`src/rtl/adder_station_param_if.sv`:
```
// adder_station_param_if: issue, CDB-snoop and FU-dispatch signals of the adder reservation station.
interface adder_station_param_if #(
    parameter int DATA_W  = 16,
    parameter int ENTRIES = 4,
    parameter int TAG_W   = 3,
    parameter int OP_W    = 4
);
    logic                         issue_valid, issue_ready;
    logic [OP_W-1:0]              issue_op;
    logic [DATA_W-1:0]            issue_vj, issue_vk;
    logic [TAG_W-1:0]             issue_qj, issue_qk, issue_tag;
    logic                         cdb_valid;
    logic [TAG_W-1:0]             cdb_tag;
    logic [DATA_W-1:0]            cdb_data;
    logic                         fu_valid, fu_ready;
    logic [OP_W-1:0]              fu_op;
    logic [DATA_W-1:0]            fu_a, fu_b;
    logic [TAG_W-1:0]             fu_tag;
    logic [$clog2(ENTRIES+1)-1:0] count;
    modport master (
        output issue_valid, issue_op, issue_vj, issue_vk, issue_qj, issue_qk,
        output cdb_valid, cdb_tag, cdb_data, fu_ready,
        input  issue_ready, issue_tag, fu_valid, fu_op, fu_a, fu_b, fu_tag, count
    );
    modport slave (
        input  issue_valid, issue_op, issue_vj, issue_vk, issue_qj, issue_qk,
        input  cdb_valid, cdb_tag, cdb_data, fu_ready,
        output issue_ready, issue_tag, fu_valid, fu_op, fu_a, fu_b, fu_tag, count
    );
endinterface

```
`src/rtl/adder_station_param.sv`:
```
// adder_station_param: reservation station with CDB snoop, issue bypass and oldest-ready-first dispatch.
module adder_station_param #(
    parameter int DATA_W   = 16,
    parameter int ENTRIES  = 4,
    parameter int TAG_W    = 3,
    parameter int BASE_TAG = 1,
    parameter int OP_W     = 4
) (
    input logic clk,
    input logic resetn,
    input logic flush,
    adder_station_param_if.slave bus
);
    localparam int IW = $clog2(ENTRIES);
    localparam int CW = $clog2(ENTRIES + 1);
    logic [ENTRIES-1:0] busy, rdy, sel;
    logic [ENTRIES-1:0] older [ENTRIES];
    logic [OP_W-1:0]    op [ENTRIES];
    logic [DATA_W-1:0]  vj [ENTRIES];
    logic [DATA_W-1:0]  vk [ENTRIES];
    logic [TAG_W-1:0]   qj [ENTRIES];
    logic [TAG_W-1:0]   qk [ENTRIES];
    logic [IW-1:0]      alloc_idx, sel_idx;
    logic [CW-1:0]      cnt;
    logic               any_free, cdb_hit, hit_j, hit_k, load, take, issue_ok;

    assign cdb_hit  = bus.cdb_valid && bus.cdb_tag != '0;
    assign hit_j    = cdb_hit && bus.issue_qj == bus.cdb_tag;
    assign hit_k    = cdb_hit && bus.issue_qk == bus.cdb_tag;
    assign load     = !bus.fu_valid || bus.fu_ready;
    assign take     = load && |rdy;
    assign issue_ok = bus.issue_valid && bus.issue_ready;

    assign bus.issue_ready = resetn && !flush && any_free;
    assign bus.issue_tag   = TAG_W'(BASE_TAG) + TAG_W'(alloc_idx);
    assign bus.count       = cnt;

    always_comb begin
        any_free  = 1'b0;
        alloc_idx = '0;
        cnt       = '0;
        for (int i = ENTRIES - 1; i >= 0; i--) begin
            if (!busy[i]) begin
                any_free  = 1'b1;
                alloc_idx = IW'(i);
            end
            cnt = cnt + CW'(busy[i]);
        end
    end

    always_comb begin
        rdy = '0;
        for (int i = 0; i < ENTRIES; i++)
            rdy[i] = busy[i] && qj[i] == '0 && qk[i] == '0;
    end

    // older[j][i] set means entry j was issued before entry i
    always_comb begin
        sel     = '0;
        sel_idx = '0;
        for (int i = 0; i < ENTRIES; i++) begin
            sel[i] = rdy[i];
            for (int j = 0; j < ENTRIES; j++)
                if (rdy[j] && older[j][i]) sel[i] = 1'b0;
            if (sel[i]) sel_idx = IW'(i);
        end
    end

    always_ff @(posedge clk) begin
        if (!resetn || flush) begin
            busy         <= '0;
            bus.fu_valid <= 1'b0;
            bus.fu_op    <= '0;
            bus.fu_a     <= '0;
            bus.fu_b     <= '0;
            bus.fu_tag   <= '0;
            for (int i = 0; i < ENTRIES; i++) older[i] <= '0;
        end else begin
            for (int i = 0; i < ENTRIES; i++) begin
                if (busy[i] && cdb_hit && qj[i] == bus.cdb_tag) begin
                    vj[i] <= bus.cdb_data;
                    qj[i] <= '0;
                end
                if (busy[i] && cdb_hit && qk[i] == bus.cdb_tag) begin
                    vk[i] <= bus.cdb_data;
                    qk[i] <= '0;
                end
                if (take && sel[i]) busy[i] <= 1'b0;
            end
            if (issue_ok) begin
                busy[alloc_idx] <= 1'b1;
                op[alloc_idx]   <= bus.issue_op;
                vj[alloc_idx]   <= hit_j ? bus.cdb_data : bus.issue_vj;
                vk[alloc_idx]   <= hit_k ? bus.cdb_data : bus.issue_vk;
                qj[alloc_idx]   <= hit_j ? '0 : bus.issue_qj;
                qk[alloc_idx]   <= hit_k ? '0 : bus.issue_qk;
                for (int j = 0; j < ENTRIES; j++) begin
                    older[alloc_idx][j] <= 1'b0;
                    older[j][alloc_idx] <= j != int'(alloc_idx);
                end
            end
            if (load) begin
                bus.fu_valid <= |rdy;
                if (|rdy) begin
                    bus.fu_op  <= op[sel_idx];
                    bus.fu_a   <= vj[sel_idx];
                    bus.fu_b   <= vk[sel_idx];
                    bus.fu_tag <= TAG_W'(BASE_TAG) + TAG_W'(sel_idx);
                end
            end
        end
    end
endmodule
```
`src/flat_wrapper.sv`:
```
// flat-port wrapper written by rule: the top's interface ports become plain ports
module adder_station_param_flat 
#(
    parameter int DATA_W   = 16,
    parameter int ENTRIES  = 4,
    parameter int TAG_W    = 3,
    parameter int BASE_TAG = 1,
    parameter int OP_W     = 4
)
  (clk, resetn, flush, bus_issue_valid, bus_issue_op, bus_issue_vj, bus_issue_vk, bus_issue_qj, bus_issue_qk, bus_cdb_valid, bus_cdb_tag, bus_cdb_data, bus_fu_ready, bus_issue_ready, bus_issue_tag, bus_fu_valid, bus_fu_op, bus_fu_a, bus_fu_b, bus_fu_tag, bus_count);
  adder_station_param_if #(.DATA_W(DATA_W), .ENTRIES(ENTRIES), .TAG_W(TAG_W), .OP_W(OP_W)) bus_i ();
  input logic clk;
  input logic resetn;
  input logic flush;
  input wire logic [$bits(bus_i.issue_valid)-1:0] bus_issue_valid;
  input wire logic [$bits(bus_i.issue_op)-1:0] bus_issue_op;
  input wire logic [$bits(bus_i.issue_vj)-1:0] bus_issue_vj;
  input wire logic [$bits(bus_i.issue_vk)-1:0] bus_issue_vk;
  input wire logic [$bits(bus_i.issue_qj)-1:0] bus_issue_qj;
  input wire logic [$bits(bus_i.issue_qk)-1:0] bus_issue_qk;
  input wire logic [$bits(bus_i.cdb_valid)-1:0] bus_cdb_valid;
  input wire logic [$bits(bus_i.cdb_tag)-1:0] bus_cdb_tag;
  input wire logic [$bits(bus_i.cdb_data)-1:0] bus_cdb_data;
  input wire logic [$bits(bus_i.fu_ready)-1:0] bus_fu_ready;
  output wire logic [$bits(bus_i.issue_ready)-1:0] bus_issue_ready;
  output wire logic [$bits(bus_i.issue_tag)-1:0] bus_issue_tag;
  output wire logic [$bits(bus_i.fu_valid)-1:0] bus_fu_valid;
  output wire logic [$bits(bus_i.fu_op)-1:0] bus_fu_op;
  output wire logic [$bits(bus_i.fu_a)-1:0] bus_fu_a;
  output wire logic [$bits(bus_i.fu_b)-1:0] bus_fu_b;
  output wire logic [$bits(bus_i.fu_tag)-1:0] bus_fu_tag;
  output wire logic [$bits(bus_i.count)-1:0] bus_count;
  assign bus_i.issue_valid = bus_issue_valid;
  assign bus_i.issue_op = bus_issue_op;
  assign bus_i.issue_vj = bus_issue_vj;
  assign bus_i.issue_vk = bus_issue_vk;
  assign bus_i.issue_qj = bus_issue_qj;
  assign bus_i.issue_qk = bus_issue_qk;
  assign bus_i.cdb_valid = bus_cdb_valid;
  assign bus_i.cdb_tag = bus_cdb_tag;
  assign bus_i.cdb_data = bus_cdb_data;
  assign bus_i.fu_ready = bus_fu_ready;
  assign bus_issue_ready = bus_i.issue_ready;
  assign bus_issue_tag = bus_i.issue_tag;
  assign bus_fu_valid = bus_i.fu_valid;
  assign bus_fu_op = bus_i.fu_op;
  assign bus_fu_a = bus_i.fu_a;
  assign bus_fu_b = bus_i.fu_b;
  assign bus_fu_tag = bus_i.fu_tag;
  assign bus_count = bus_i.count;
  adder_station_param #(.DATA_W(DATA_W), .ENTRIES(ENTRIES), .TAG_W(TAG_W), .BASE_TAG(BASE_TAG), .OP_W(OP_W)) u_core (.clk(clk), .resetn(resetn), .flush(flush), .bus(bus_i));
endmodule
```
`config.mk`:
```
export PLATFORM = sky130hd
export DESIGN_NAME = adder_station_param_flat
export DESIGN_NICKNAME = d
export VERILOG_FILES = /design/src/rtl/adder_station_param_if.sv /design/src/rtl/adder_station_param.sv /design/src/flat_wrapper.sv
export SDC_FILE = /design/constraint.sdc
export NUM_CORES = 1
export LEC_CHECK = 0
export CORE_ASPECT_RATIO = 0.5
export CORE_MARGIN = 10
export CORE_UTILIZATION = 51
export CTS_CLUSTER_DIAMETER = 60
export DETAILED_ROUTE_END_ITERATION = 8
export MAX_ROUTING_LAYER = met4
export PLACE_DENSITY_LB_ADDON = 0.3
export RECOVER_POWER = 25
export SYNTH_ARGS = -nofsm -noshare
export SYNTH_HDL_FRONTEND = slang
export SYNTH_SLANG_ARGS = --single-unit
```
`constraint.sdc`:
```
create_clock -name clk -period 3.6 [get_ports clk]
set_input_delay 0.36 -clock clk [delete_from_list [all_inputs] [get_ports clk]]
set_output_delay 0.36 -clock clk [all_outputs]
set_load 0.03 [all_outputs]
```
==> results of run 1 <==
-- worst min-delay path by stage --
stage,start,slack [ps],end,cells past startpoint
finish,u_core.bus.fu_tag[1],450,u_core.bus.fu_tag[1],2
global route,u_core.older[3][3],480,u_core.older[3][3],2
CTS,u_core.older[2][2],450,u_core.older[2][2],2
detailed placement,u_core.older[2][2],430,u_core.older[2][2],2
global placement,u_core.older[2][2],430,u_core.older[2][2],2
floorplan,u_core.older[2][2],420,u_core.older[2][2],2
-- flip-flops by register name, summed over array words and instances (netlist names) --
signal / cells
u_core.older: 16
u_core.bus.fu_b: 16
u_core.qk: 12
u_core.bus.fu_tag: 3
u_core.bus.fu_op: 4
u_core.bus.fu_a: 16
u_core.op: 16
u_core.busy: 4
u_core.bus.fu_valid: 1
u_core.vj: 64
u_core.vk: 64
u_core.qj: 12
-- placed cells by master (no fill, tap or decap), drive strengths merged, types with 4 or more instances in the layout --
cell and n:
mux2i 36, nand3 4, nor4 4, dlygate4sd3 44, xor2 24, and2 14
o21ai 41, nor2 70, a211o 36, nand2 19, dfxtp 60, buf 19
ha 9, and3 7, inv 11, clkdlybuf4s50 69, xnor2 4, edfxtp 168
clkbuf 36, mux2 128, a21oi 94, o41ai 8, clkinv 6, and4 5
-- layer usage --
metal,wire (um),GRT usage (%),vias to the layer above,part of all wire [%]
met4,230,2.87,0,0.87
li1,-,-,3305,-
met3,1270,2.69,21,4.8
met2,13400,33.8,183,50
met5,0,-,-,0
met1,11600,25.1,3528,44
-- cell families after synthesis --
kind of cell	share of synthesized area (%)
buffers and inverters	3.12
and+or+nand+nor	6.79
adders and majority gates	1.25
xor gates and xnor gates	2.31
DFF	58.7
AOI/OAI and AO/OA	10.8
muxes	16.9
-- worst min-delay path, delay by kind of cell (launching register included) --
kind / cells / cell delay [ps]
AOI/OAI and AO/OA: 1 / 50
DFF: 1 / 310
and+or+nand+nor: 1 / 50
-- report_power, final --
group | internal [uW] | switching (uW)
Combinational | 165 | 147
Clock | 1350 | 925
Sequential | 2840 | 7.65
Total | 4350 | 1080
-- metrics by stage --
| step | hold slack [ps] | std cells |
|---|---|---|
| 3_3_place_gp | 431 | 1183 |
| 4_1_cts | 451 | 1220 |
| 3_5_place_dp | 435 | 1183 |
| 2_1_floorplan | 423 | 824 |
| 5_1_grt | 476 | 1221 |
| 6_report | 453 | 1221 |
-- final cells by class --
cell class	instances	area (sq um)	area share, %
antenna	1	2.50	0.0196
clock buffer	30	589	4.61
clock inverter	7	109	0.851
inverter	13	48.8	0.381
multi-input combinational	531	4110	32.1
sequential	228	6250	48.8
tap	273	342	2.67
timing repair buffer	138	1350	10.5
==> flow_summary.html, run 1 <==
<table>
<tr><th>Metric</th><th>Value</th></tr>
<tr><th colspan="2">Clock tree</th></tr>
<tr><td>Clock tree from TritonCTS</td><td>done</td></tr>
<tr><td>Number of sinks handled by clock tree synthesis</td><td>228</td></tr>
<tr><td>PostCTS Resize Cnt</td><td>0</td></tr>
<tr><td>Total setup buffers inserted after CTS</td><td>0</td></tr>
<tr><td>Number of buffers inserted for hold repair after clock tree synthesis</td><td>0</td></tr>
<tr><td>Maximum count of clock buffers along a single path</td><td>3</td></tr>
<tr><td>H-tree levels</td><td>1</td></tr>
<tr><td>Later-pin clock latency in the skew report</td><td>490 ps</td></tr>
<tr><td>Clock slew at the register clock pins of the worst setup and hold paths</td><td>60 ps</td></tr>
<tr><td>Number of clock buffers inserted by TritonCTS</td><td>21</td></tr>
<tr><td>CTS Root Buffer Type</td><td>sky130_fd_sc_hd__clkbuf_16</td></tr>
<tr><th colspan="2">Pwr</th></tr>
<tr><td>Leakage power of the design</td><td>0.00499 uW</td></tr>
<tr><td>Maximum ir drop on the vdd rail</td><td>0.287 mV</td></tr>
<tr><td>Power Density</td><td>425 nW/um^2</td></tr>
<tr><td>Total power of the final layout</td><td>5430 uW</td></tr>
<tr><th colspan="2">Synthesis</th></tr>
<tr><td>Post-synthesis cell count</td><td>824</td></tr>
<tr><td>Synth top area share</td><td>47.4%</td></tr>
<tr><td>Avg Cell Area, Syn</td><td>12.9 sq um</td></tr>
<tr><td>Dominant cell by count in the synthesized netlist</td><td>sky130_fd_sc_hd__edfxtp_1</td></tr>
<tr><td>Number of distinct library cells after synthesis</td><td>47</td></tr>
<tr><td>Sequential area share after synthesis</td><td>58.7%</td></tr>
<tr><td>Leading register cell type out of synthesis</td><td>sky130_fd_sc_hd__edfxtp_1</td></tr>
<tr><td>Count of flip-flops with a built-in enable after synthesis</td><td>168</td></tr>
<tr><td>Number of warnings issued by yosys</td><td>0</td></tr>
<tr><td>Number of storage elements in the synthesis netlist</td><td>228</td></tr>
<tr><td>Post-synth top area cell</td><td>sky130_fd_sc_hd__edfxtp_1</td></tr>
<tr><td>Post-Syn Area</td><td>10600 sq um</td></tr>
<tr><td>Top area cells in the synthesized netlist</td><td>sky130_fd_sc_hd__edfxtp_1 (47%), sky130_fd_sc_hd__mux2_2 (14%), sky130_fd_sc_hd__dfxtp_1 (11%)</td></tr>
<tr><td>Net count after synthesis</td><td>901</td></tr>
<tr><td>Top cells by instance count after synthesis</td><td>sky130_fd_sc_hd__edfxtp_1 (168), sky130_fd_sc_hd__mux2_2 (128), sky130_fd_sc_hd__a21oi_1 (94), sky130_fd_sc_hd__nor2_1 (62), sky130_fd_sc_hd__dfxtp_1 (60)</td></tr>
<tr><td>Ys async rst share</td><td>0%</td></tr>
<tr><th colspan="2">GRT</th></tr>
<tr><td>Largest net degree at the start of global routing</td><td>69</td></tr>
<tr><td>Number of antenna violations at the first check in global routing</td><td>1</td></tr>
<tr><td>First-pass GRT wire length</td><td>41600 um</td></tr>
<tr><td>Grt ovf</td><td>0</td></tr>
<tr><td>Number of global-route vias before repair</td><td>7353</td></tr>
<tr><td>Overall track demand over capacity in global routing</td><td>19.7%</td></tr>
<tr><th colspan="2">Route</th></tr>
<tr><td>Residual antenna-violating net count after detailed routing</td><td>0</td></tr>
<tr><td>Total wire length</td><td>26500 um</td></tr>
<tr><td>Length of the first detailed-routing pass in iterations</td><td>4</td></tr>
<tr><td>Via count of the routed design</td><td>7037</td></tr>
<tr><td>Post-route DRC violation count</td><td>0</td></tr>
<tr><td>Violation count after the first detailed-route iteration</td><td>585</td></tr>
<tr><td>Number of vias per cell</td><td>5.76</td></tr>
<tr><td>Avg WL per Cell</td><td>21.7 um</td></tr>
<tr><th colspan="2">Critical path</th></tr>
<tr><td>Setup slack of the worst register-to-register path</td><td>560 ps</td></tr>
<tr><td>Number of buffers and inverters on the critical path</td><td>3</td></tr>
<tr><td>Worst reg2reg path startpoint</td><td>u_core.busy[3]</td></tr>
<tr><td>CP max-delay cell</td><td>sky130_fd_sc_hd__clkdlybuf4s50_1</td></tr>
<tr><td>Slowest Stage Delay on Critical Path</td><td>670 ps</td></tr>
<tr><td>Startpoint Class</td><td>flip-flop</td></tr>
<tr><td>WS Path Type</td><td>flip-flop to output pin</td></tr>
<tr><td>Required time reported for the critical path endpoint</td><td>3240 ps</td></tr>
<tr><td>Data arrival at the endpoint of the critical path</td><td>2710 ps</td></tr>
<tr><td>Number of cells on the worst reg-to-reg path</td><td>10</td></tr>
<tr><td>Crit Reg-Reg Endpoint</td><td>u_core.older[2][3]</td></tr>
<tr><td>Cell family contributing the most delay on the critical path</td><td>adder cells</td></tr>
<tr><td>Cell-by-cell listing of the critical path</td><td>inv_1 -&gt; ha_1 -&gt; inv_1 -&gt; fa_1 -&gt; ha_1 -&gt; clkdlybuf4s50_1</td></tr>
<tr><td>WP depth</td><td>6</td></tr>
<tr><td>Start point of the critical path</td><td>u_core.busy[3]</td></tr>
<tr><td>Critical Path End Type</td><td>output pin</td></tr>
<tr><td>Critical Path Sink</td><td>bus_count[1]</td></tr>
<tr><td>Largest fanout on the critical path</td><td>5</td></tr>
<tr><th colspan="2">Job</th></tr>
<tr><td>Max cap viols</td><td>0</td></tr>
<tr><th colspan="2">Timing</th></tr>
<tr><td>Post-layout min period</td><td>3070 ps</td></tr>
<tr><td>RSZ-0062 raised after global routing</td><td>no</td></tr>
<tr><td>Setup-failing EPs final</td><td>0</td></tr>
<tr><td>Final setup margin</td><td>531 ps</td></tr>
<tr><td>Upper clock frequency limit</td><td>326 MHz</td></tr>
<tr><td>Least-Margin Pin Slew</td><td>1040 ps</td></tr>
<tr><td>Remaining max-slew budget at the tightest pin</td><td>30.6%</td></tr>
<tr><td>Max-slew violations</td><td>0</td></tr>
<tr><td>Final hold violations</td><td>0</td></tr>
<tr><td>Fraction of the cycle the final worst path needs</td><td>85.2%</td></tr>
<tr><td>Worst-case clock skew</td><td>12.6 ps</td></tr>
<tr><td>Total negative setup slack</td><td>0 ps</td></tr>
<tr><th colspan="2">Cells and area</th></tr>
<tr><td>P&amp;R area growth vs syn</td><td>20.3%</td></tr>
<tr><td>Final core occ</td><td>62.4%</td></tr>
<tr><td>Number of fill cells</td><td>1553</td></tr>
<tr><td>Total non-filler cell area in the finished layout</td><td>12800 sq um</td></tr>
<tr><td>Share of post-route cells with drive strength above 1</td><td>21.0%</td></tr>
<tr><td>Number of nets in the final layout</td><td>1010</td></tr>
<tr><th colspan="2">Die</th></tr>
<tr><td>Die Y</td><td>122 um</td></tr>
<tr><td>Row count</td><td>37</td></tr>
<tr><td>Effective utilization at floorplan</td><td>51.8%</td></tr>
<tr><td>Die area</td><td>27400 sq um</td></tr>
<tr><td>I/O pin count</td><td>114</td></tr>
<tr><td>Chip Width</td><td>224 um</td></tr>
<tr><td>Placeable core region</td><td>20500 sq um</td></tr>
<tr><th colspan="2">Place</th></tr>
<tr><td>Port-buffer cells</td><td>113</td></tr>
<tr><td>Pre-CTS WS</td><td>473 ps</td></tr>
<tr><td>HPWL reported at the end of detailed placement</td><td>17000 um</td></tr>
<tr><td>Placement-stage cell area</td><td>12100 sq um</td></tr>
<tr><td>Global placement routability congestion</td><td>0.831</td></tr>
<tr><th colspan="2">Hold path</th></tr>
<tr><td>Hold Path Class</td><td>flip-flop to flip-flop</td></tr>
<tr><th colspan="2">Outcome</th></tr>
<tr><td>Status</td><td>complete, no violations</td></tr>
</table>
(Power assumes the default switching activity.)
==> run 2: changes to the inputs <==
CAP_MARGIN = 25   (was unset)
CORE_ASPECT_RATIO = unset   (was 0.5)
GPL_ROUTABILITY_DRIVEN = 0   (was unset)
==> flow_summary.html, run 2 (same netlist as run 1, synthesis figures left out) <==
<table>
<tr><th>Metric</th><th>Value</th></tr>
<tr><th colspan="2">Critical path</th></tr>
<tr><td>Required time reported for the critical path endpoint</td><td>3240 ps (about the same)</td></tr>
<tr><td>Critical Path End Type</td><td>output pin (unchanged)</td></tr>
<tr><td>Data arrival at the endpoint of the critical path</td><td>2690 ps (was 2710 ps)</td></tr>
<tr><td>Startpoint Class</td><td>flip-flop (unchanged)</td></tr>
<tr><td>Largest fanout on the critical path</td><td>5 (unchanged)</td></tr>
<tr><td>Worst reg2reg path startpoint</td><td>u_core.busy[3] (unchanged)</td></tr>
<tr><td>Setup slack of the worst register-to-register path</td><td>660 ps (was 560 ps)</td></tr>
<tr><td>Cell-by-cell listing of the critical path</td><td>inv_1 -&gt; ha_1 -&gt; inv_1 -&gt; fa_1 -&gt; ha_1 -&gt; clkdlybuf4s50_1 (unchanged)</td></tr>
<tr><td>Start point of the critical path</td><td>u_core.busy[3] (unchanged)</td></tr>
<tr><td>CP max-delay cell</td><td>sky130_fd_sc_hd__clkdlybuf4s50_1 (unchanged)</td></tr>
<tr><td>WS Path Type</td><td>flip-flop to output pin (unchanged)</td></tr>
<tr><td>Slowest Stage Delay on Critical Path</td><td>660 ps (was 670 ps)</td></tr>
<tr><th colspan="2">Die</th></tr>
<tr><td>Effective utilization at floorplan</td><td>52.2% (was 51.8%)</td></tr>
<tr><td>Placeable core region</td><td>20400 sq um (was 20500 sq um)</td></tr>
<tr><td>Die area</td><td>27000 sq um (was 27400 sq um)</td></tr>
<tr><td>I/O pin count</td><td>114 (unchanged)</td></tr>
<tr><td>Chip Width</td><td>164 um (was 224 um)</td></tr>
<tr><td>Die Y</td><td>164 um (was 122 um)</td></tr>
<tr><td>Row count</td><td>52 (was 37)</td></tr>
<tr><th colspan="2">Place</th></tr>
<tr><td>HPWL reported at the end of detailed placement</td><td>17100 um (was 17000 um)</td></tr>
<tr><td>Port-buffer cells</td><td>113 (unchanged)</td></tr>
<tr><td>Placed cells</td><td>1185 (was 1183)</td></tr>
<tr><th colspan="2">Pwr</th></tr>
<tr><td>Maximum ir drop on the vdd rail</td><td>0.264 mV (was 0.287 mV)</td></tr>
<tr><td>Power Density</td><td>443 nW/um^2 (was 425 nW/um^2)</td></tr>
<tr><td>Leakage power of the design</td><td>0.00508 uW (was 0.00499 uW)</td></tr>
<tr><th colspan="2">Clock tree</th></tr>
<tr><td>H-tree levels</td><td>1 (unchanged)</td></tr>
<tr><td>Number of sinks handled by clock tree synthesis</td><td>228 (unchanged)</td></tr>
<tr><td>Number of clock buffers inserted by TritonCTS</td><td>24 (was 21)</td></tr>
<tr><td>Maximum count of clock buffers along a single path</td><td>3 (unchanged)</td></tr>
<tr><td>CTS Root Buffer Type</td><td>sky130_fd_sc_hd__clkbuf_16 (unchanged)</td></tr>
<tr><td>Total setup buffers inserted after CTS</td><td>0 (unchanged)</td></tr>
<tr><td>Clock tree from TritonCTS</td><td>done (unchanged)</td></tr>
<tr><td>Later-pin clock latency in the skew report</td><td>520 ps (was 490 ps)</td></tr>
<tr><td>Clock slew at the register clock pins of the worst setup and hold paths</td><td>60 ps (about the same)</td></tr>
<tr><td>Number of buffers inserted for hold repair after clock tree synthesis</td><td>0 (unchanged)</td></tr>
<tr><td>PostCTS Resize Cnt</td><td>0 (unchanged)</td></tr>
<tr><th colspan="2">Timing</th></tr>
<tr><td>Total negative setup slack</td><td>0 ps (unchanged)</td></tr>
<tr><td>Setup-failing EPs final</td><td>0 (unchanged)</td></tr>
<tr><td>Max-slew violations</td><td>0 (unchanged)</td></tr>
<tr><td>Upper clock frequency limit</td><td>328 MHz (was 326 MHz)</td></tr>
<tr><td>Remaining max-slew budget at the tightest pin</td><td>16.4% (was 30.6%)</td></tr>
<tr><td>RSZ-0062 raised after global routing</td><td>no (unchanged)</td></tr>
<tr><td>Worst-case clock skew</td><td>17.1 ps (was 12.6 ps)</td></tr>
<tr><td>Final hold violations</td><td>0 (unchanged)</td></tr>
<tr><td>Least-Margin Pin Slew</td><td>1250 ps (was 1040 ps)</td></tr>
<tr><td>Post-layout min period</td><td>3050 ps (was 3070 ps)</td></tr>
<tr><td>Fraction of the cycle the final worst path needs</td><td>84.8% (was 85.2%)</td></tr>
<tr><th colspan="2">Cells and area</th></tr>
<tr><td>Biggest registers after layout</td><td>u_core.vj x64, u_core.vk x64 (unchanged)</td></tr>
<tr><td>Number of nets in the final layout</td><td>1018 (was 1010)</td></tr>
<tr><td>Most frequent cells in the layout</td><td>sky130_fd_sc_hd__edfxtp_1 (168), sky130_fd_sc_hd__mux2_2 (128), sky130_fd_sc_hd__a21oi_1 (94) (unchanged)</td></tr>
<tr><td>Number of standard cells in the final layout excluding fillers</td><td>1229 (was 1221)</td></tr>
<tr><td>Share of post-route cells with drive strength above 1</td><td>22.4% (was 21.0%)</td></tr>
<tr><td>Most frequent standard cell in the layout excluding fill and tap cells</td><td>sky130_fd_sc_hd__edfxtp_1 (unchanged)</td></tr>
<tr><td>P&amp;R area growth vs syn</td><td>21.6% (was 20.3%)</td></tr>
<tr><td>Antenna fix cells</td><td>0 (was 1)</td></tr>
<tr><th colspan="2">Hold path</th></tr>
<tr><td>Startpoint of the tightest hold check path</td><td>u_core.older[3][3] (was u_core.bus.fu_tag[1])</td></tr>
<tr><td>Hold Path Class</td><td>flip-flop to flip-flop (unchanged)</td></tr>
<tr><th colspan="2">GRT</th></tr>
<tr><td>Overall track demand over capacity in global routing</td><td>20.2% (was 19.7%)</td></tr>
<tr><td>Number of global-route vias before repair</td><td>7356 (was 7353)</td></tr>
<tr><td>Largest net degree at the start of global routing</td><td>65 (was 69)</td></tr>
<tr><td>Number of antenna violations at the first check in global routing</td><td>0 (was 1)</td></tr>
<tr><td>Grt ovf</td><td>0 (unchanged)</td></tr>
<tr><td>First-pass GRT wire length</td><td>41500 um (was 41600 um)</td></tr>
<tr><th colspan="2">Route</th></tr>
<tr><td>Via count of the routed design</td><td>7134 (was 7037)</td></tr>
<tr><td>Total wire length</td><td>26900 um (was 26500 um)</td></tr>
<tr><td>Post-route DRC violation count</td><td>0 (unchanged)</td></tr>
<tr><td>Residual antenna-violating net count after detailed routing</td><td>0 (unchanged)</td></tr>
<tr><td>Number of vias per cell</td><td>5.80 (was 5.76)</td></tr>
<tr><td>Length of the first detailed-routing pass in iterations</td><td>5 (was 4)</td></tr>
<tr><td>Violation count after the first detailed-route iteration</td><td>610 (was 585)</td></tr>
<tr><td>Avg WL per Cell</td><td>21.9 um (was 21.7 um)</td></tr>
<tr><th colspan="2">Job</th></tr>
<tr><td>Max cap viols</td><td>0 (unchanged)</td></tr>
<tr><th colspan="2">Outcome</th></tr>
<tr><td>Status</td><td>complete, no violations (unchanged)</td></tr>
</table>
## run 2: layout make-up
| class | instances | area (sq um) |
|---|---|---|
| Clock buffer | 30 | 643 |
| Tap cell | 270 | 338 |
| Clock inverter | 14 | 185 |
| Fill cell | 1623 | 7440 |
| Inverter | 13 | 48.8 |
| Sequential cell | 228 | 6250 |
| Multi-Input combinational cell | 531 | 4110 |
| Timing Repair Buffer | 143 | 1360 |
## run 2: layer usage
layer  wire length (um)  GRT usage, %  share of wire [%]
met5                  0             -                  0
met4                563          5.56                2.1
met3               1430          2.51                5.3
met2              13500          34.2                 50
met1              11400          25.2                 42
## run 2: critical path, delay by kind of cell (launching register included)
family                     cells  cell delay (ps)
adders and majority gates      3              980
buffers and inverters          3              790
DFF                            1              410
## run 2: worst paths after layout
kind	end	cells after the start
max	bus_count[1]	6
max reg2reg	u_core.vj[2][0]	8
min	u_core.older[3][3]	2
min reg2reg	u_core.older[3][3]	2
## run 2: through the flow
step | setup WS, ps | power [uW] | cell area, sq um | hold WS, ps | util (%)
after detailed placement | 702 | 3210 | 12100 | 446 | 59.6
final | 549 | 5730 | 12900 | 452 | 63.5
after floorplan | 35.5 | 3060 | 10600 | 423 | -
after global placement | 740 | 3200 | 12100 | 436 | 59.6
after global routing | 341 | 5890 | 12900 | 474 | 63.5
after CTS | 533 | 5760 | 13000 | 455 | 63.7
## run 2: where the power goes
part           internal (uW)  switching [uW]  total [uW]
registers               2840            7.69        2840
logic                    165             146         310
clock network           1560            1010        2570
total                   4560            1170        5730
==> run 3: changes to the inputs <==
clock period = 2.49 ns   (was 3.6 ns; I/O delays follow)
==> flow_summary.html, run 3 (same netlist as run 1, synthesis figures left out) <==
<table>
<tr><th>Metric</th><th>Value</th></tr>
<tr><th colspan="2">Timing</th></tr>
<tr><td>Max-slew violations</td><td>0 (unchanged)</td></tr>
<tr><td>RSZ-0062 raised after global routing</td><td>yes (was no)</td></tr>
<tr><td>Upper clock frequency limit</td><td>409 MHz</td></tr>
<tr><td>Setup-failing EPs final</td><td>0 (unchanged)</td></tr>
<tr><td>Post-layout min period</td><td>2440 ps</td></tr>
<tr><td>Worst-case clock skew</td><td>17.9 ps (was 17.1 ps)</td></tr>
<tr><td>Remaining max-slew budget at the tightest pin</td><td>60.3% (was 16.4%)</td></tr>
<tr><td>Final hold violations</td><td>0 (unchanged)</td></tr>
<tr><td>Fraction of the cycle the final worst path needs</td><td>98.1%</td></tr>
<tr><td>Total negative setup slack</td><td>0 ps (unchanged)</td></tr>
<tr><td>Least-Margin Pin Slew</td><td>595 ps (was 1250 ps)</td></tr>
<tr><td>Min Hold Slack</td><td>443 ps (was 452 ps)</td></tr>
<tr><th colspan="2">Cells and area</th></tr>
<tr><td>Number of nets in the final layout</td><td>1060 (was 1018)</td></tr>
<tr><td>P&amp;R area growth vs syn</td><td>27.8% (was 21.6%)</td></tr>
<tr><td>Most frequent standard cell in the layout excluding fill and tap cells</td><td>sky130_fd_sc_hd__edfxtp_1 (unchanged)</td></tr>
<tr><td>Antenna fix cells</td><td>0 (unchanged)</td></tr>
<tr><td>Most frequent cells in the layout</td><td>sky130_fd_sc_hd__edfxtp_1 (168), sky130_fd_sc_hd__mux2_2 (128), sky130_fd_sc_hd__a21oi_1 (94) (unchanged)</td></tr>
<tr><td>Share of post-route cells with drive strength above 1</td><td>27.0% (was 22.4%)</td></tr>
<tr><td>Biggest registers after layout</td><td>u_core.vj x64, u_core.vk x64 (unchanged)</td></tr>
<tr><th colspan="2">Critical path</th></tr>
<tr><td>Critical Path End Type</td><td>flip-flop (was output pin)</td></tr>
<tr><td>Data arrival at the endpoint of the critical path</td><td>2870 ps (was 2690 ps)</td></tr>
<tr><td>CP max-delay cell</td><td>sky130_fd_sc_hd__a2111o_2 (was sky130_fd_sc_hd__clkdlybuf4s50_1)</td></tr>
<tr><td>Cell-by-cell listing of the critical path</td><td>nor4_2 -&gt; buf_4 -&gt; nand4b_1 -&gt; a2111o_2 -&gt; buf_4 -&gt; mux2i_1 -&gt; a211o_1 -&gt; a21oi_1 (was inv_1 -&gt; ha_1 -&gt; inv_1 -&gt; fa_1 -&gt; ha_1 -&gt; clkdlybuf4s50_1)</td></tr>
<tr><td>Slowest Stage Delay on Critical Path</td><td>490 ps (was 660 ps)</td></tr>
<tr><td>Largest fanout on the critical path</td><td>8 (was 5)</td></tr>
<tr><td>Startpoint Class</td><td>flip-flop (unchanged)</td></tr>
<tr><td>Setup slack of the worst register-to-register path</td><td>50 ps (was 660 ps)</td></tr>
<tr><td>WS Path Type</td><td>flip-flop to flip-flop (was flip-flop to output pin)</td></tr>
<tr><td>Cell with the most instances on the worst path</td><td>sky130_fd_sc_hd__buf_4</td></tr>
<tr><td>Required time reported for the critical path endpoint</td><td>2920 ps (was 3240 ps)</td></tr>
<tr><th colspan="2">Clock tree</th></tr>
<tr><td>Clock tree from TritonCTS</td><td>done (unchanged)</td></tr>
<tr><td>H-tree levels</td><td>1 (unchanged)</td></tr>
<tr><td>Number of clock buffers inserted by TritonCTS</td><td>25 (was 24)</td></tr>
<tr><td>Number of buffers inserted for hold repair after clock tree synthesis</td><td>0 (unchanged)</td></tr>
<tr><td>Later-pin clock latency in the skew report</td><td>520 ps (about the same)</td></tr>
<tr><td>Clock slew at the register clock pins of the worst setup and hold paths</td><td>60 ps (about the same)</td></tr>
<tr><td>CTS Root Buffer Type</td><td>sky130_fd_sc_hd__clkbuf_16 (unchanged)</td></tr>
<tr><td>Maximum count of clock buffers along a single path</td><td>3 (unchanged)</td></tr>
<tr><td>Number of sinks handled by clock tree synthesis</td><td>228 (unchanged)</td></tr>
<tr><th colspan="2">Outcome</th></tr>
<tr><td>Status</td><td>complete, no violations (unchanged)</td></tr>
<tr><th colspan="2">Job</th></tr>
<tr><td>Max cap viols</td><td>0 (unchanged)</td></tr>
<tr><th colspan="2">Die</th></tr>
<tr><td>Chip Width</td><td>164 um (unchanged)</td></tr>
<tr><td>Die area</td><td>27000 sq um (unchanged)</td></tr>
<tr><td>Placeable core region</td><td>20400 sq um (unchanged)</td></tr>
<tr><td>Effective utilization at floorplan</td><td>52.2% (unchanged)</td></tr>
<tr><td>Die Y</td><td>164 um (unchanged)</td></tr>
<tr><td>Row count</td><td>52 (unchanged)</td></tr>
<tr><td>I/O pin count</td><td>114 (unchanged)</td></tr>
<tr><th colspan="2">Route</th></tr>
<tr><td>Post-route DRC violation count</td><td>0 (unchanged)</td></tr>
<tr><td>Avg WL per Cell</td><td>21.6 um (was 21.9 um)</td></tr>
<tr><td>Residual antenna-violating net count after detailed routing</td><td>0 (unchanged)</td></tr>
<tr><td>Length of the first detailed-routing pass in iterations</td><td>5 (unchanged)</td></tr>
<tr><td>Via count of the routed design</td><td>7310 (was 7134)</td></tr>
<tr><td>Number of vias per cell</td><td>5.75 (was 5.80)</td></tr>
<tr><td>Total wire length</td><td>27500 um (was 26900 um)</td></tr>
<tr><td>Violation count after the first detailed-route iteration</td><td>456 (was 610)</td></tr>
<tr><th colspan="2">Hold path</th></tr>
<tr><td>Hold Path Class</td><td>input port to flip-flop (was flip-flop to flip-flop)</td></tr>
<tr><th colspan="2">Pwr</th></tr>
<tr><td>Leakage power of the design</td><td>0.00543 uW (was 0.00508 uW)</td></tr>
<tr><td>Maximum ir drop on the vdd rail</td><td>0.568 mV (was 0.264 mV)</td></tr>
<tr><td>Power Density</td><td>585 nW/um^2 (was 443 nW/um^2)</td></tr>
<tr><th colspan="2">GRT</th></tr>
<tr><td>First-pass GRT wire length</td><td>42300 um (was 41500 um)</td></tr>
<tr><td>Number of antenna violations at the first check in global routing</td><td>0 (unchanged)</td></tr>
<tr><td>Overall track demand over capacity in global routing</td><td>20.5% (was 20.2%)</td></tr>
<tr><td>Number of global-route vias before repair</td><td>7473 (was 7356)</td></tr>
<tr><td>Largest net degree at the start of global routing</td><td>52 (was 65)</td></tr>
<tr><td>Grt ovf</td><td>0 (unchanged)</td></tr>
<tr><th colspan="2">Place</th></tr>
<tr><td>Port-buffer cells</td><td>113 (unchanged)</td></tr>
<tr><td>HPWL reported at the end of detailed placement</td><td>18200 um (was 17100 um)</td></tr>
</table>
## run 3: power breakdown
group | total, uW | internal, uW | switching (uW) | leakage, uW
logic | 495 | 262 | 233 | 0.00309
clock network | 3340 | 1890 | 1450 | 0.000356
registers | 4110 | 4100 | 10.8 | 0.00199
## run 3: path summary, 6_finish.rpt
check                     start                  end  cells past startpoint
max             u_core.qj[1][2]  u_core.bus.fu_b[13]                      8
min reg2reg  u_core.older[2][2]   u_core.older[2][2]                      2
min                bus_fu_ready  u_core.bus.fu_valid                      3
max reg2reg     u_core.qj[1][2]  u_core.bus.fu_b[13]                      8
## run 3: final cells by class
class,instances,area [sq um]
repair buffers,184,1950
well taps,270,338
clock inverters,9,52.6
fillers,1492,6770
inverters,13,48.8
multi-input cells,531,4270
flip-flops and latches,228,6250
clock buffers,37,681
## run 3: worst max-delay path: cells and delay by family (launching register included)
kind | cells | cell delay [ps]
multiplexers | 1 | 130
flip-flops | 1 | 420
buffers and inverters | 2 | 410
AND/OR/NAND/NOR | 2 | 410
AO/OA/AOI/OAI | 3 | 980
## run 3: metal layers
| layer | GRT usage (%) | wire length [um] |
|---|---|---|
| met1 | 25.8 | 11700 |
| met2 | 34.2 | 13700 |
| met3 | 2.76 | 1420 |
| met4 | 5.43 | 603 |
| met5 | - | 0 |
## run 3: through the flow
step           utilization (%)  setup WS (ps)  std cells  instance area (sq um)  total power (uW)
6_report                  66.7           47.9       1272                  13600              7950
5_1_grt                   66.7          -17.0       1272                  13600              8210
3_3_place_gp              62.6           -197       1219                  12800              4670
2_1_floorplan                -           -101        824                  10700              4420
3_5_place_dp              62.6           -240       1219                  12800              4680
4_1_cts                   66.3           17.3       1265                  13500              8010
## run 3: what timing repair did
action	CTS	global route
buffers inserted	0	7
pin swaps	2	4
gates resized for setup	12	5
setup endpoints to repair	22	90
